**src/rtl/jednostka_sterujaca.sv**
```systemverilog
// Fetch/decode/execute sequencer for the 8-bit PLC core: owns the PC, latches the
// 16-bit instruction word from the ROM and issues one-cycle datapath strobes.
module jednostka_sterujaca #(
    parameter logic [7:0]  RESET_VEC = 8'd0,
    parameter int unsigned PTIMEOUT  = 15
) (
    input  logic       clk,
    input  logic       rst_n,
    input  logic       run,
    input  logic       step,
    input  logic       err_clr,
    output logic [7:0] rom_addr,
    input  logic [7:0] rom_dane,
    input  logic [7:0] rom_wartosc,
    output logic [7:0] operand,
    output logic [1:0] src_sel,
    output logic [1:0] alu_op,
    output logic       acc_we,
    output logic       r_we,
    output logic       p_req,
    output logic       p_we,
    input  logic       p_ack,
    output logic       busy,
    output logic       illegal,
    output logic       timeout
);

    typedef enum logic [1:0] {
        ST_IDLE   = 2'd0,
        ST_FETCH  = 2'd1,
        ST_EXEC   = 2'd2,
        ST_WAIT_P = 2'd3
    } state_t;

    localparam logic [7:0] TMO_LAST = 8'(PTIMEOUT - 1);

    state_t      state_q, state_d;
    logic [7:0]  pc_q, pc_d;
    logic [15:0] ir_q, ir_d;
    logic [7:0]  cnt_q, cnt_d;
    logic        illegal_q, illegal_d;
    logic        timeout_q, timeout_d;

    logic [3:0]  opc;
    logic        hi_ok;
    state_t      after_insn;

    assign opc        = ir_q[11:8];
    assign hi_ok      = (ir_q[15:12] == 4'h0);
    assign after_insn = run ? ST_FETCH : ST_IDLE;

    always_comb begin
        state_d   = state_q;
        pc_d      = pc_q;
        ir_d      = ir_q;
        cnt_d     = cnt_q;
        illegal_d = illegal_q;
        timeout_d = timeout_q;
        src_sel   = 2'b00;
        alu_op    = 2'b00;
        acc_we    = 1'b0;
        r_we      = 1'b0;
        p_req     = 1'b0;
        p_we      = 1'b0;

        case (state_q)
            ST_IDLE: begin
                if (run || step) state_d = ST_FETCH;
            end
            ST_FETCH: begin
                ir_d    = {rom_dane, rom_wartosc};
                state_d = ST_EXEC;
            end
            ST_EXEC: begin
                pc_d    = pc_q + 8'd1;
                state_d = after_insn;
                cnt_d   = 8'd0;
                if (!hi_ok) begin
                    illegal_d = 1'b1;
                end else begin
                    case (opc)
                        4'hC: ;
                        4'hD: acc_we = 1'b1;
                        4'h5: begin
                            src_sel = 2'b10;
                            alu_op  = 2'b01;
                            acc_we  = 1'b1;
                        end
                        4'h8: begin
                            alu_op = 2'b11;
                            acc_we = 1'b1;
                        end
                        4'h9: begin
                            alu_op = 2'b10;
                            acc_we = 1'b1;
                        end
                        4'hB: r_we = 1'b1;
                        // P accesses advance the PC only when the bus access ends
                        4'h6, 4'h7: begin
                            pc_d    = pc_q;
                            state_d = ST_WAIT_P;
                        end
                        4'hE: pc_d = ir_q[7:0];
                        4'hF: pc_d = RESET_VEC;
                        default: illegal_d = 1'b1;
                    endcase
                end
            end
            ST_WAIT_P: begin
                p_req = 1'b1;
                p_we  = (opc == 4'h6);
                if (p_ack) begin
                    if (opc == 4'h7) begin
                        src_sel = 2'b01;
                        acc_we  = 1'b1;
                    end
                    pc_d    = pc_q + 8'd1;
                    state_d = after_insn;
                end else if (cnt_q == TMO_LAST) begin
                    timeout_d = 1'b1;
                    pc_d      = pc_q + 8'd1;
                    state_d   = after_insn;
                end else begin
                    cnt_d = cnt_q + 8'd1;
                end
            end
            default: state_d = ST_IDLE;
        endcase

        // Clearing wins over a flag being raised in the same cycle
        if (err_clr) begin
            illegal_d = 1'b0;
            timeout_d = 1'b0;
        end
    end

    always_ff @(posedge clk or negedge rst_n) begin
        if (!rst_n) begin
            state_q   <= ST_IDLE;
            pc_q      <= RESET_VEC;
            ir_q      <= 16'd0;
            cnt_q     <= 8'd0;
            illegal_q <= 1'b0;
            timeout_q <= 1'b0;
        end else begin
            state_q   <= state_d;
            pc_q      <= pc_d;
            ir_q      <= ir_d;
            cnt_q     <= cnt_d;
            illegal_q <= illegal_d;
            timeout_q <= timeout_d;
        end
    end

    assign rom_addr = pc_q;
    assign operand  = ir_q[7:0];
    assign busy     = (state_q != ST_IDLE);
    assign illegal  = illegal_q;
    assign timeout  = timeout_q;

endmodule

```
**config.mk**
```make
export PLATFORM = sky130hd
export DESIGN_NAME = jednostka_sterujaca
export DESIGN_NICKNAME = d
export VERILOG_FILES = /design/src/rtl/jednostka_sterujaca.sv
export SDC_FILE = /design/constraint.sdc
export NUM_CORES = 1
export LEC_CHECK = 0
export CELL_PAD_IN_SITES_DETAIL_PLACEMENT = 0
export CELL_PAD_IN_SITES_GLOBAL_PLACEMENT = 1
export CORE_ASPECT_RATIO = 2
export CORE_MARGIN = 2
export CORE_UTILIZATION = 40
export CTS_CLUSTER_DIAMETER = 50
export CTS_CLUSTER_SIZE = 25
export DETAILED_ROUTE_END_ITERATION = 8
export PLACE_DENSITY = 0.84
export SLEW_MARGIN = 20
export SYNTH_ARGS = -nofsm -noshare
export SYNTH_HDL_FRONTEND = slang
export SYNTH_SLANG_ARGS = --single-unit
```
**constraint.sdc**
```tcl
create_clock -name clk -period 2.5 [get_ports clk]
set_input_delay 0.625 -clock clk [delete_from_list [all_inputs] [get_ports clk]]
set_output_delay 0.625 -clock clk [all_outputs]
set_load 0.05 [all_outputs]
```
==> metrics <==
CTS tree=built; Fin Clk Skew=7.44 ps; flops & latches, synth=36; ANT cells=0; pwr/cell area=1270 nW/um^2; largest net degree at the start of global routing=37; global-route wire length before repair=7640 um; clock transition at the registers of the reported paths=70 ps; post-synthesis sequential area ratio=0.472; dpl hpwl=3420 um; startpoint types=register; Multi-input gate area=927 um^2; PortBufs=48; num rows=35; Total GRT Usage=0.192; # DRC=0; TritonRoute pass-1 iters=4; WHS Path Cells=2; DIE AREA=5370 um^2; mean post-synth cell area=9.94 um^2; CTS Buf Count=5; CP Capture Type=output port; fmax=411 MHz; crit share post-route=0.973; Longest Clk Path Bufs=2; Area Growth Syn to Fin=38.3%; arrival time at the worst endpoint=1810 ps; Post-DRT Antenna Nets=0; Reg area=901 um^2; status=finished, final reports clean; Starting Density=0.415; Sink Count=36; r2r worst-path depth=7; Synth cell types=38; final wirelength=4600 um; Hold WC Path Type=reg -> reg; Die Height=102 um; final setup margin=67.9 ps; Area contributors post-synth=dfrtp_1, mux2_2, buf_4, o21ai_0, o21ai_1; antenna violations before repair=0; min Tclk post-route=2430 ps; vias per inst=5.47; cts hold-fix bufs=0; nets=270; vias=1,647; syn nets=217; Layout fillers=424; Syn Inst Count=192; area leader, netlist=dfrtp_1; RSZ-0062 raised after global routing=true; critical path fanouts, max=5; Synth top area share=0.472; worst skew pair latency=290 ps; layout cell share with drive strength beyond 1=0.215; Placer Congestion=0.797; core footprint=4600 um^2; Synthesis Warnings=0; Leak=0.00108 uW; Die X-Extent=52.8 um; Final setup viols=0; worst-margin pin slew=633 ps; Worst EP required=1880 ps; CTS root buffer=clkbuf_8; First DRT Iteration DRCs=37; Placed Cells=290; maxcap violations=0; headroom to the max-slew limit=0.575; H-tree levels=2; Setup CP Type=reg -> out; total global routing overflow=0; per-cell routed wire length=15.3 um; worst slack at placement=151 ps; I/O pins=49; Peak supply drop=0.898 mV; Slew Limit Fails=0; final hold vios=0; Layout Cells excl Fill=301; mapped cell area=1910 um^2; vias in the first global route=1,667
## layer usage
layer,vias to the layer above,global-route usage,part of all wire
met5,-,0,0
met4,0,0.0888,0.024
met3,8,0.0310,0.031
met2,44,0.358,0.56
met1,801,0.199,0.38
li1,794,-,-
## final cells by class
| cell class | count | area share |
|---|---|---|
| flip-flops and latches | 36 | 0.341 |
| well taps | 55 | 0.0261 |
| clock buffers | 8 | 0.0341 |
| multi-input cells | 135 | 0.351 |
| repair buffers | 60 | 0.237 |
| inverters | 7 | 0.00996 |
## cell usage in the layout (no fill, tap or decap), types with 2 or more instances in the layout
cell type,synthesis,layout
a21oi_1,8,8
a31oi_1,8,8
and2_1,2,2
and3_1,3,3
buf_12,0,6
buf_4,10,14
clkbuf_1,1,2
clkbuf_8,0,6
clkdlybuf4s50_1,0,40
dfrtp_1,36,36
ha_1,3,3
inv_1,6,6
mux2_2,17,17
nand2_1,11,10
nand3_1,9,9
nand3b_1,2,2
nor2_1,10,9
nor2b_1,5,5
nor3_1,7,5
nor3_4,1,2
nor3b_1,3,3
o21ai_0,15,15
o21ai_1,11,11
o31ai_1,3,3
or3_1,3,3
## per-stage QoR
stage	TNS [ps]	cell area, um^2	utilization	hold slack, ps	total power (uW)
final	0	2640	0.574	502	3340
after global routing	-37.7	2640	0.574	531	3560
after CTS	0	2630	0.572	501	3380
after detailed placement	0	2490	0.542	490	2890
after global placement	0	2490	0.542	482	2860
after floorplan	-300	1920	-	329	2360
## worst max-delay path, cell delays in order (launching register included)
cell	delay (ps)
dfrtp_1	400
nor4_2	280
buf_4	170
nand2_4	80
nor3_4	240
o21bai_2	180
buf_12	160
## report_power, final
part / switching, uW / internal, uW
combinational: 1110 / 729
sequential: 258 / 821
clock: 202 / 225
total: 1570 / 1770
## Yosys cell counts, drive strengths merged
cell    count
a211o       1
a21oi       8
a22oi       1
a311oi      1
a31oi       8
and2        2
and3        3
and4bb      1
buf        13
clkbuf      1
clkinv      1
dfrtp      36
ha          3
inv         6
mux2       17
nand2      11
nand2b      1
nand3       9
nand3b      2
nand4       1
nor2       10
nor2b       5
nor3        8
nor3b       3
nor4        2
o21a        2
o21ai      26
o21bai      1
o221ai      1
o31ai       3
or3         3
or4         1
xor2        1
## worst paths after layout
kind	slack, ps	from	endpoint
min	500	timeout	timeout
min reg2reg	500	timeout	timeout
max reg2reg	460	ir_q[14]	rom_addr[3]
max	70	ir_q[14]	acc_we
min in group asynchronous	760	rst_n	ir_q[4]
max in group asynchronous	1390	rst_n	ir_q[9]
## cells by family after synthesis
logic type               after synthesis  synth area share
flip-flops                            36             0.472
buffers and inverters                 21            0.0662
AO/OA/AOI/OAI                         52             0.157
XOR/XNOR                               1           0.00459
multiplexers                          17             0.100
adder cells (fa/ha/maj)                3            0.0197
AND/OR/NAND/NOR                       62             0.180
## what timing repair did
| item | CTS | global route |
|---|---|---|
| pin swaps | 3 | 0 |
| gates resized for setup | 6 | 2 |
| setup endpoints to repair | 3 | 3 |
| buffers inserted | 3 | 0 |
## state kept, by name (all words and copies together) (netlist names)
| signal | flops |
|---|---|
| ir_q | 16 |
| cnt_q | 8 |
| rom_addr | 8 |
| state_q | 2 |
| illegal | 1 |
| timeout | 1 |
Note: power is estimated with default switching activity, not from simulation.
